## src/rtl/ofdm_pkg.sv

```systemverilog
// OFDM frame controller shared definitions.
// Mapper byte/carrier geometry and the frame FSM encoding.
package ofdm_pkg;

  localparam int B             = 8;
  localparam int N             = 8;
  localparam int LOG2M         = 4;
  localparam int BYTES_PER_SYM = N * LOG2M / B;

  typedef enum logic [2:0] {
    S_IDLE,
    S_PREAMBLE,
    S_DATA,
    S_DRAIN,
    S_GAP
  } state_t;

endpackage

```

## src/rtl/ofdm_sym_counter.sv

```systemverilog
// Byte-within-symbol and symbol counters for the mapper stream.
// wrap pulses on the transfer that completes a symbol.
module ofdm_sym_counter #(
  parameter int BPS = ofdm_pkg::BYTES_PER_SYM
) (
  input  logic       clk,
  input  logic       rst,
  input  logic       clr,
  input  logic       en,
  output logic [7:0] sym_cnt,
  output logic       wrap
);

  logic [7:0] byte_cnt_q, byte_cnt_d;
  logic [7:0] sym_cnt_q, sym_cnt_d;

  assign wrap    = en && (byte_cnt_q == 8'(BPS - 1));
  assign sym_cnt = sym_cnt_q;

  always_comb begin
    byte_cnt_d = byte_cnt_q;
    sym_cnt_d  = sym_cnt_q;
    if (en) begin
      if (wrap) begin
        byte_cnt_d = '0;
        sym_cnt_d  = sym_cnt_q + 8'd1;
      end else begin
        byte_cnt_d = byte_cnt_q + 8'd1;
      end
    end
    // clear wins so the preamble's final wrap restarts the data count
    if (clr) begin
      byte_cnt_d = '0;
      sym_cnt_d  = '0;
    end
  end

  always_ff @(posedge clk or posedge rst) begin
    if (rst) begin
      byte_cnt_q <= '0;
      sym_cnt_q  <= '0;
    end else begin
      byte_cnt_q <= byte_cnt_d;
      sym_cnt_q  <= sym_cnt_d;
    end
  end

endmodule

```

## src/rtl/ofdm_frame_ctrl.sv

```systemverilog
// OFDM frame controller: preamble, payload pass-through, drain, gap.
// Feeds the QAM mapper and tracks its per-symbol fft_last pulses.
module ofdm_frame_ctrl #(
  parameter int           B          = ofdm_pkg::B,
  parameter int           N          = ofdm_pkg::N,
  parameter int           LOG2M      = ofdm_pkg::LOG2M,
  parameter int           PRE_SYMS   = 2,
  parameter logic [B-1:0] PRE_BYTE   = 'hA5,
  parameter logic [7:0]   PILOT_MASK = 8'hFF,
  parameter int           GAP_CYCLES = 16,
  localparam int          BYTES_PER_SYM = N * LOG2M / B
) (
  input  logic         aclk,
  input  logic         reset,
  input  logic         start,
  input  logic [7:0]   frame_len,
  input  logic [7:0]   data_mask,
  input  logic [B-1:0] s_data_in,
  input  logic         s_dvalid,
  output logic         s_dready,
  output logic [B-1:0] m_data_out,
  output logic         m_dvalid,
  input  logic         m_dready,
  input  logic         fft_last,
  output logic [7:0]   carrier_control,
  output logic         busy,
  output logic         frame_done,
  output logic         underrun
);

  import ofdm_pkg::*;

  state_t      state_q, state_d;
  logic [7:0]  frame_len_q, frame_len_d;
  logic [7:0]  mask_q, mask_d;
  logic [7:0]  last_cnt_q, last_cnt_d;
  logic [7:0]  carrier_q, carrier_d;
  logic [15:0] gap_cnt_q, gap_cnt_d;
  logic        underrun_q, underrun_d;
  logic        frame_done_q, frame_done_d;

  logic        xfer;
  logic        cnt_clr;
  logic        wrap;
  logic [7:0]  sym_cnt;
  logic [8:0]  target;

  ofdm_sym_counter #(
    .BPS (BYTES_PER_SYM)
  ) u_cnt (
    .clk     (aclk),
    .rst     (reset),
    .clr     (cnt_clr),
    .en      (xfer),
    .sym_cnt (sym_cnt),
    .wrap    (wrap)
  );

  // payload path is combinational so DATA adds no latency
  always_comb begin
    m_data_out = '0;
    m_dvalid   = 1'b0;
    s_dready   = 1'b0;
    unique case (state_q)
      S_PREAMBLE: begin
        m_data_out = PRE_BYTE;
        m_dvalid   = 1'b1;
      end
      S_DATA: begin
        m_data_out = s_data_in;
        m_dvalid   = s_dvalid;
        s_dready   = m_dready;
      end
      default: ;
    endcase
  end

  assign xfer   = m_dvalid & m_dready;
  assign target = {1'b0, frame_len_q} + 9'(PRE_SYMS);

  always_comb begin
    state_d      = state_q;
    frame_len_d  = frame_len_q;
    mask_d       = mask_q;
    last_cnt_d   = last_cnt_q;
    carrier_d    = carrier_q;
    gap_cnt_d    = gap_cnt_q;
    underrun_d   = underrun_q;
    frame_done_d = 1'b0;
    cnt_clr      = 1'b0;

    if (state_q != S_IDLE && fft_last) begin
      if (last_cnt_q != 8'hFF) last_cnt_d = last_cnt_q + 8'd1;
      if ({1'b0, last_cnt_d} >= 9'(PRE_SYMS)) carrier_d = mask_q;
      else carrier_d = PILOT_MASK;
    end

    unique case (state_q)
      S_IDLE: begin
        if (start) begin
          state_d     = S_PREAMBLE;
          frame_len_d = frame_len;
          mask_d      = data_mask;
          last_cnt_d  = '0;
          underrun_d  = 1'b0;
          carrier_d   = PILOT_MASK;
          cnt_clr     = 1'b1;
        end
      end
      S_PREAMBLE: begin
        if (wrap && sym_cnt == 8'(PRE_SYMS - 1)) begin
          cnt_clr = 1'b1;
          state_d = (frame_len_q != 8'd0) ? S_DATA : S_DRAIN;
        end
      end
      S_DATA: begin
        if (m_dready && !s_dvalid) underrun_d = 1'b1;
        if (wrap && sym_cnt == frame_len_q - 8'd1) state_d = S_DRAIN;
      end
      S_DRAIN: begin
        // wait for the mapper to emit every symbol of the frame
        if ({1'b0, last_cnt_d} >= target) begin
          frame_done_d = 1'b1;
          gap_cnt_d    = '0;
          state_d      = (GAP_CYCLES == 0) ? S_IDLE : S_GAP;
        end
      end
      S_GAP: begin
        gap_cnt_d = gap_cnt_q + 16'd1;
        if (gap_cnt_q == 16'(GAP_CYCLES - 1)) state_d = S_IDLE;
      end
      default: state_d = S_IDLE;
    endcase
  end

  always_ff @(posedge aclk or posedge reset) begin
    if (reset) begin
      state_q      <= S_IDLE;
      frame_len_q  <= '0;
      mask_q       <= '0;
      last_cnt_q   <= '0;
      carrier_q    <= '0;
      gap_cnt_q    <= '0;
      underrun_q   <= 1'b0;
      frame_done_q <= 1'b0;
    end else begin
      state_q      <= state_d;
      frame_len_q  <= frame_len_d;
      mask_q       <= mask_d;
      last_cnt_q   <= last_cnt_d;
      carrier_q    <= carrier_d;
      gap_cnt_q    <= gap_cnt_d;
      underrun_q   <= underrun_d;
      frame_done_q <= frame_done_d;
    end
  end

  assign carrier_control = carrier_q;
  assign busy            = (state_q != S_IDLE);
  assign frame_done      = frame_done_q;
  assign underrun        = underrun_q;

endmodule

```

## config.mk

```make
export PLATFORM = sky130hd
export DESIGN_NAME = ofdm_frame_ctrl
export DESIGN_NICKNAME = d
export VERILOG_FILES = /design/src/rtl/ofdm_pkg.sv /design/src/rtl/ofdm_sym_counter.sv /design/src/rtl/ofdm_frame_ctrl.sv
export SDC_FILE = /design/constraint.sdc
export NUM_CORES = 1
export LEC_CHECK = 0
export CORE_ASPECT_RATIO = 0.9
export CORE_UTILIZATION = 61
export CTS_CLUSTER_SIZE = 25
export DETAILED_ROUTE_END_ITERATION = 8
export DONT_BUFFER_PORTS = 1
export GPL_TIMING_DRIVEN = 0
export PLACE_DENSITY = 0.77
export SYNTH_ARGS = -nofsm -noshare
export SYNTH_HDL_FRONTEND = slang
export SYNTH_SLANG_ARGS = --single-unit
```

## constraint.sdc

```tcl
create_clock -name aclk -period 4.63 [get_ports aclk]
set_clock_uncertainty 0.1 [all_clocks]
set_input_delay 0.926 -clock aclk [delete_from_list [all_inputs] [get_ports aclk]]
set_output_delay 0.926 -clock aclk [all_outputs]
set_load 0.03 [all_outputs]
```

Yosys cells after proc, flatten, opt, wreduce, memory -nomap -nowiden
Cells that the tools add are included.
{ "classes": {"order_cmp": 2, "eq_ne": 15, "n_mux": 35, "n_reduce_logical": 18, "add_sub_neg": 6, "n_bitwise": 1} }
{ "op_table": {"columns": ["cell", "n"], "rows": [
  ["$mux 8", 15],
  ["$pmux 16 s2", 1],
  ["$add 8x1->8 const B", 3],
  ["$add 16x1->16 const B", 1],
  ["$eq 16x4->1 const B", 1],
  ["$mux 16", 1],
  ["$pmux 8 s2", 1],
  ["$mux 3", 5],
  ["$pmux 3 s5", 1],
  ["$ne 2x2->1 const B", 6],
  ["$add 8x2->9 const B", 1],
  ["$ge 8x9->1", 1],
  ["$eq 8x1->1 const B", 1],
  ["$eq 8x2->1 const B", 1],
  ["$eq 8x8->1", 1],
  ["$ge 8x2->1 const B", 1],
  ["$mux 1", 8],
  ["$ne 8x8->1 const B", 1],
  ["$reduce_bool 2->1", 4],
  ["$reduce_bool 8->1", 1],
  ["$sub 8x1->8 const B", 1],
  ["$eq 3x2->1 const B", 2],
  ["$pmux 1 s2", 3],
  ["$reduce_and 2->1", 3],
  ["other kinds (9)", 13]
]} }
{ "totals": {"register_bits": 69, "word_cells": 87, "output_inout_bits": 21} }

Longest topological paths before layout
Gate-level depths: netlist of run 1.
{ "logic_depth": {"ltp_word": 9, "ltp_mapped": 13, "depth_no_buf": 12} }

Cells and area by module
From an unflattened synthesis of run 1, not the netlist that was laid out.
{ "hier_totals": {"hier_cells": 479, "area_unflattened_um2": 4236.6} }
{ "modules_own_cells": {"columns": ["module", "cells_per_inst", "area_each_um2", "n_inst"], "rows": [
  ["ofdm_frame_ctrl", 390, 3360.7, 1],
  ["ofdm_sym_counter", 89, 875.8, 1]
]} }

Least setup slack after synthesis of run 1
OpenSTA, ideal clock, no wires.
{ "synth_timing": {"path_type": "in2reg", "startpoint": "input port fft_last", "endpoint": "register state_q[0]", "path_stages": 10, "required_time_ps": 4408, "slack_ps": 1372, "arrival_time_ps": 3036, "setup_time_ps": 122, "path_cell_list": "o31ai_2 -> a21oi_1 -> mux2_2 -> ha_1 -> a211oi_1 -> nor4b_1 -> a311oi_1 -> o31a_4 -> nand2b_1 -> a32o_1"} }
{ "synth_via": {"elab_chain_cells": 5} }
{ "synth_lines": {"columns": ["element", "line_no", "source"], "rows": [
  ["start, declared", "ofdm_frame_ctrl.sv:24", "input logic fft_last,"],
  ["$logic_and 1x1->1", "ofdm_frame_ctrl.sv:92", "if (state_q != S_IDLE && fft_last) begin"],
  ["$mux 8", "ofdm_frame_ctrl.sv:92", null],
  ["$ge 8x9->1", "ofdm_frame_ctrl.sv:122", "if ({1'b0, last_cnt_d} >= target) begin"],
  ["$ne 2x2->1 (no line)", null, null],
  ["$reduce_and 5->1 (no line)", null, null],
  ["end signal, assigned", "ofdm_frame_ctrl.sv:147", "state_q <= state_d;"],
  ["end, declared", "ofdm_frame_ctrl.sv:33", "state_t state_q, state_d;"]
]} }
Every way passes these cells.
A chain may end at the register's enable or synchronous reset.

Worst setup path in the final report of run 1
{ "layout_timing": {"startpoint": "register last_cnt_q[0]", "endpoint": "register state_q[2]"} }
{ "layout_via": {"elab_chain_cells": 7} }
{ "layout_lines": {"columns": ["element", "line_no", "source"], "rows": [
  ["start, declared", "ofdm_frame_ctrl.sv:36", "logic [7:0] last_cnt_q, last_cnt_d;"],
  ["start signal, assigned", "ofdm_frame_ctrl.sv:150", "last_cnt_q <= last_cnt_d;"],
  ["$add 8x1->8 / $ne 8x8->1 (equally long branches)", "ofdm_frame_ctrl.sv:93", "if (last_cnt_q != 8'hFF) last_cnt_d = last_cnt_q + 8'd1;"],
  ["$mux 8", "ofdm_frame_ctrl.sv:93", null],
  ["$mux 8", "ofdm_frame_ctrl.sv:92", null],
  ["$mux 8 (*)", "ofdm_frame_ctrl.sv:92", null],
  ["$ge 8x9->1 (*)", "ofdm_frame_ctrl.sv:122", null],
  ["$ne 2x2->1 (no line) (*)", null, null],
  ["$reduce_and 5->1 (no line) (*)", null, null]
]} }
Every way passes the cells marked *; elsewhere a longest branch is shown, timed or not. The select of a mux whose other input is x is not followed.

==> results.json, run 1 <==
{
  "critPathLaunchType": "flip-flop",
  "synth-xor-area-share": 0.07742,
  "synth_top_family_by_area": "simple AND/OR/NAND/NOR gates",
  "syn_to_final_growth_pct": 7.589,
  "finalHoldViolCount": 0,
  "grt_pass1_vias": 3106,
  "synth_common_cells": "85 x nand2_1, 69 x dfrtp_1, 36 x nor2_1",
  "syn_area_um2": 4089,
  "postSynthNetCount": 499,
  "grt_usage": 0.2785,
  "routed_wl_mm": 8.893,
  "numCtsBuffers": 9,
  "grt_pass1_wl_mm": 14.68,
  "synth_top_cell_by_area": "dfrtp_1",
  "place_congestion": 0.8680,
  "status": "completed",
  "layout-drive-gt1-share": 0.1043,
  "cp_max_fo": 10,
  "crit_path_end_kind": "flip-flop",
  "synthDistinctLibCells": 65,
  "setup_tns_ns": 0,
  "synth_compound_area_frac": 0.1154,
  "htreeDepth": 3,
  "maxCapViolCount": 0,
  "cts.sinks": 69,
  "cts-resized-gates": 0,
  "synth_enable_flop_cells": 0,
  "final_nets": 510,
  "hold_path.class": "flip-flop to flip-flop",
  "via_per_inst": 5.869,
  "antennaDiodeCount": 0,
  "row_count": 27,
  "postRouteAntennaNets": 0,
  "synth_top_area_frac": 0.4223,
  "grt_max_degree": 70,
  "post_cts_buffers": 0,
  "yosysSeqAreaShare": 0.4223,
  "yosys.area_share.simple": 0.2687,
  "synthAdderAreaFrac": 0.04590,
  "max-slew-margin-rel": 0.4422,
  "grt.overflow.total": 0,
  "cts_buffer_depth": 2,
  "dr.pass1.iters": 5,
  "timing.rr.start": "last_cnt_q[0]$_DFF_PP0_",
  "synth_area_per_cell_um2": 9.006,
  "vias": 3269,
  "syn_inst": 454,
  "antenna_found_initial": 0,
  "port_buffers": 0,
  "initial_core_util": 0.6507,
  "cts_root_buf": "clkbuf_8",
  "coreArea_um2": 6284,
  "remaining_drc_errors": 0,
  "synth_mux_area_frac": 0.02723,
  "grt_setup_unrepaired": "no",
  "die_x_um": 88.30,
  "worstPathRequired_ns": 4.77,
  "fill_cells": 520,
  "ys_seq_elements": 69,
  "preCtsSetupSlack_ns": 0.9704,
  "drt_iter0_drc": 199,
  "period_needed_ns": 3.718,
  "hpwl_mm": 6.297,
  "synthArstFlopShare": 1.000,
  "synth.area.top_cells": "dfrtp_1 42%, nand2_1 7.8%, ha_1 4.6%, xor2_1 4.1%, nor2_1 3.3%",
  "die-area_um2": 7035,
  "synthFlopType": "dfrtp_1",
  "path_class": "flip-flop to flip-flop",
  "synth_most_common_cell": "nand2_1",
  "drv_slew": 0,
  "post-route-period-util": 0.8030,
  "cts_tree": "yes",
  "worstSetupStartpoint": "last_cnt_q[0]$_DFF_PP0_",
  "die_h_um": 79.67,
  "hold_path.startpoint": "mask_q[2]$_DFFE_PP0P_",
  "cts_hold_buf": 0,
  "arrival_ns": 3.86,
  "fmax_ghz": 0.2690,
  "pin_count": 51,
  "power_leakage_nw": 2.027,
  "multi_input_area_um2": 2186,
  "final-setup-viol-count": 0,
  "peakVddDrop_v": 0.0004078,
  "tightestPinTransition_ns": 0.8367,
  "power-per-cell-area_nw_per_um2": 660.3,
  "setup_ws_ns": 0.9123,
  "clk_latency_ns": 0.36,
  "clk_pin_slew_worst_paths_ns": 0.09,
  "seq_area_um2": 1727,
  "yosys_warnings": 0,
  "wl_per_cell_um": 15.97
}
worst max-delay path, stage by stage (launching register included):
cell,delay (ns)
dfrtp_1,0.45
ha_1,0.29
and4_1,0.22
buf_6,0.14
a21oi_1,0.33
mux2_2,0.40
ha_1,0.28
a211oi_1,0.25
o21ai_0,0.13
a311oi_1,0.46
o31a_4,0.29
nor2_4,0.09
a21o_1,0.18
layout by cell type, fill, tap and decap left out, types with 3 or more instances in the layout:
cell type	n
nor2b_1	3
clkbuf_8	9
nand4_1	11
xor2_1	19
buf_6	3
nand3_1	23
o21ai_1	10
nand2b_1	4
or3_1	5
buf_2	5
clkbuf_1	9
nor4_1	6
xnor2_1	14
ha_1	15
nor3_1	7
o22ai_1	8
a31oi_1	4
inv_1	12
and2_1	10
and4_1	3
o21ai_0	9
dfrtp_1	69
mux2i_1	10
a21oi_1	10
nand2_1	85
buf_4	3
and3_1	18
inv_8	3
nor2_1	36
cells by family (layout without fill, tap and decap cells):
| group | Yosys count | count (layout) |
|---|---|---|
| flops | 69 | 69 |
| simple gates | 224 | 224 |
| xor+xnor | 34 | 34 |
| fa+ha+maj | 15 | 15 |
| mux | 11 | 11 |
| compound gates | 65 | 65 |
| buf+inv | 36 | 52 |
per-layer routing:
metal	part of all wire	GRT usage	up-vias
met4	0.0097	0.08710	0
met5	0	0	-
li1	-	-	1601
met2	0.47	0.4431	93
met3	0.053	0.07549	8
met1	0.47	0.3693	1567
final cells by class:
| class | count | share of cell area |
|---|---|---|
| tap | 87 | 0.02474 |
| inverter | 14 | 0.01251 |
| clock buffer | 9 | 0.02816 |
| multi-input combinational | 349 | 0.4969 |
| buffer | 22 | 0.02816 |
| clock inverter | 7 | 0.01706 |
| sequential | 69 | 0.3925 |
sequential cells by signal, indices dropped and copies added, names as in the netlist:
signal,cells
state_q,3
u_cnt.byte_cnt_q,8
underrun,1
u_cnt.sym_cnt,8
last_cnt_q,8
frame_done,1
mask_q,8
carrier_control,8
gap_cnt_q,16
frame_len_q,8
worst paths after layout:
check | end | slack, ns | cells past startpoint
setup reg to reg | state_q[2]$_DFFE_PP0P_ | 0.91 | 12
min in group asynchronous | gap_cnt_q[9]$_DFFE_PP0P_ | 0.50 | 1
max in group asynchronous | frame_len_q[0]$_DFFE_PP0P_ | 3.38 | 1
setup / recovery | state_q[2]$_DFFE_PP0P_ | 0.91 | 12
hold reg to reg | mask_q[2]$_DFFE_PP0P_ | 0.38 | 2
hold / removal | mask_q[2]$_DFFE_PP0P_ | 0.38 | 2
where the power goes:
part           switching (W)  internal, W
Clock               0.000282     0.000214
Sequential          0.000308     0.000828
Combinational       0.000753     0.000520
Total                0.00134      0.00156
through the flow:
step,total power [W],hold WS (ns),cells,area (um2),util
floorplan,0.002128,0.3465,454,4089,-
CTS,0.002902,0.3859,557,4399,0.7001
global placement,0.002343,0.3584,541,4198,0.6681
detailed placement,0.002401,0.3631,541,4200,0.6685
global route,0.003118,0.4030,557,4399,0.7001
finish,0.002905,0.3845,557,4399,0.7001
Power figures use the tool's default switching activity.
==> run 2, diff against run 1 <==
ABC_AREA = 1   (was default)
clock period = 3.81 ns   (was 4.63 ns; I/O delays follow)
==> run 2 against run 1 <==
Compared with the run above:
- worst hold slack got worse by 0.038 ns
- via count rose by 10%
- combinational power grew 24%
- utilization is 1.4 points lower
- final area rose by 3.8%
- non-clock buffer count down 9
- global-route usage decreased by 0.96 points
- critical path type unchanged
- largest power group unchanged
==> results.json, run 2 <==
{
  "ys_seq_elements": 69,
  "reg2reg_depth": 22,
  "layout_common_cells": "126 x nand2_1, 81 x inv_1, 69 x dfrtp_1, 54 x nand3_1, 47 x nor2_1",
  "die_x_um": 89.91,
  "rr_endpoint": "gap_cnt_q[12]$_DFFE_PP0P_",
  "drt_iter0_drc": 130,
  "numCtsBuffers": 9,
  "postSynthNetCount": 604,
  "syn_to_final_growth_pct": 7.638,
  "max-slew-margin-rel": 0.4264,
  "synthDistinctLibCells": 38,
  "worstPathRequired_ns": 3.99,
  "grt_max_degree": 70,
  "remaining_drc_errors": 0,
  "wl_per_cell_um": 13.66,
  "dr.pass1.iters": 4,
  "maxCapViolCount": 0,
  "cts_tree": "yes",
  "grt_pass1_wl_mm": 15.39,
  "grt.overflow.total": 0,
  "path_class": "flip-flop to flip-flop",
  "arrival_ns": 3.34,
  "grt_setup_unrepaired": "no",
  "grt_usage": 0.2689,
  "final-setup-viol-count": 0,
  "cts-resized-gates": 0,
  "layout_commonest_cell": "nand2_1",
  "fmax_ghz": 0.3166,
  "tightestPinTransition_ns": 0.8603,
  "yosys_warnings": 0,
  "status": "completed",
  "post_cts_buffers": 0,
  "synthArstFlopShare": 1.000,
  "initial_core_util": 0.6374,
  "syn_inst": 559,
  "port_buffers": 0,
  "layout-drive-gt1-share": 0.08000,
  "antenna_found_initial": 0,
  "synthFlopType": "dfrtp_1",
  "row_count": 28,
  "pin_count": 51,
  "cp_max_fo": 10,
  "preCtsSetupSlack_ns": 0.6286,
  "post-route-period-util": 0.8291,
  "placed_cell_area_um2": 4358,
  "r2r_setup_slack_ns": 0.65,
  "clk_latency_ns": 0.35,
  "period_needed_ns": 3.159,
  "finalHoldViolCount": 0,
  "cts.sinks": 69,
  "final_cell_area_um2": 4567,
  "timing.rr.start": "last_cnt_q[0]$_DFF_PP0_",
  "setup_ws_ns": 0.6512,
  "synth_enable_flop_cells": 0,
  "clk_pin_slew_worst_paths_ns": 0.08,
  "final_nets": 615,
  "synth_most_common_cell": "nand2_1",
  "synth.area.top_cells": "dfrtp_1 41%, nand2_1 11%, inv_1 7.3%, nand3_1 6.4%, ha_1 4.4%",
  "fin_util": 0.6861,
  "total_power_w": 0.003405,
  "cts_buffer_depth": 2,
  "coreArea_um2": 6656,
  "crit_path_end_kind": "flip-flop",
  "die_h_um": 81.12,
  "drv_slew": 0,
  "power_leakage_nw": 2.268,
  "largest_register": "gap_cnt_q",
  "cts_root_buf": "clkbuf_8",
  "synth_area_per_cell_um2": 7.590,
  "syn_area_um2": 4243,
  "postRouteAntennaNets": 0,
  "cts_hold_buf": 0,
  "peakVddDrop_v": 0.0004862,
  "largest_reg_flops": 16,
  "synth_top_area_frac": 0.4070,
  "routed_wl_mm": 9.086,
  "power-per-cell-area_nw_per_um2": 745.6,
  "setup_tns_ns": 0,
  "via_per_inst": 5.430,
  "die-area_um2": 7294,
  "critPathLaunchType": "flip-flop",
  "htreeDepth": 3,
  "synth_common_cells": "126 x nand2_1, 82 x inv_1, 69 x dfrtp_1",
  "place_congestion": 0.8846,
  "antennaDiodeCount": 0,
  "yosysSeqAreaShare": 0.4070,
  "hold_path.class": "input pin to async pin",
  "vias": 3611,
  "hpwl_mm": 6.660,
  "grt_pass1_vias": 3422,
  "synth_top_cell_by_area": "dfrtp_1"
}
run 2: changes by cell type in the layout (fill, tap and decap cells not counted), sizes merged, moves of 13 or more:
cell / before / now
nor2: 37 / 50
inv: 19 / 88
o21ai: 21 / 35
nand3: 24 / 56
and3: 19 / 0
nand2: 86 / 130
run 2: logic make-up (layout without fill, tap and decap cells):
group	count (synthesis)	after routing	synth area share
compound gates	72	72	0.1044
xor+xnor	26	26	0.05691
flops	69	69	0.4070
buf+inv	100	116	0.09201
fa+ha+maj	15	15	0.04423
simple gates	277	277	0.2955
run 2: final cells by class:
type	count	area [um2]
buffer	13	63.81
clock buffer	11	151.4
clock inverter	5	57.56
fill	569	2090
inverter	87	329.1
multi-input combinational	390	2126
sequential	69	1727
tap	90	112.6
run 2: report_power, final:
group          switching, W  total [W]  internal [W]
clock network      0.000284   0.000623      0.000339
logic               0.00104    0.00157      0.000529
registers          0.000279    0.00121      0.000932
total               0.00160    0.00341       0.00180
run 2: critical path, cell delays in order (launching register included):
cell and delay, ns:
dfrtp_1 0.42, ha_1 0.23, nand2_1 0.16, nor2_1 0.07, nand2_1 0.12, inv_1 0.07, nor2_1 0.25, o22ai_1 0.17
ha_1 0.31, nand2_1 0.07, nor2_1 0.03, nor2_1 0.13, nand3_1 0.10, nand3_1 0.11, nand2_1 0.05, nand2_1 0.05
nand2_1 0.04, nand2_1 0.06, nand2_1 0.06, nand2_2 0.17, buf_6 0.18, nand3_1 0.07, nand2_1 0.07
run 2: routing by layer:
metal / GRT usage / wire length, um
met3: 0.05712 / 392
met1: 0.3439 / 4246
met4: 0.1048 / 134
met5: 0 / 0
met2: 0.4546 / 4313
run 2: worst max-delay path by stage:
stage                                  from                               to  slack, ns  depth (start not counted)
CTS                 last_cnt_q[0]$_DFF_PP0_        gap_cnt_q[12]$_DFFE_PP0P_       0.69                         22
finish              last_cnt_q[0]$_DFF_PP0_        gap_cnt_q[12]$_DFFE_PP0P_       0.65                         22
floorplan                          fft_last        gap_cnt_q[12]$_DFFE_PP0P_       1.06                         18
global placement                      reset  u_cnt.byte_cnt_q[3]$_DFFE_PP0P_       0.47                          1
global route        last_cnt_q[0]$_DFF_PP0_        gap_cnt_q[12]$_DFFE_PP0P_       0.35                         22
detailed placement                 fft_last        gap_cnt_q[12]$_DFFE_PP0P_       0.63                         19
run 2: through the flow:
stage / hold slack (ns) / std cells
floorplan: 0.3517 / 559
global placement: 0.3713 / 649
detailed placement: 0.3810 / 649
CTS: 0.3899 / 665
global route: 0.4226 / 665
finish: 0.3462 / 665
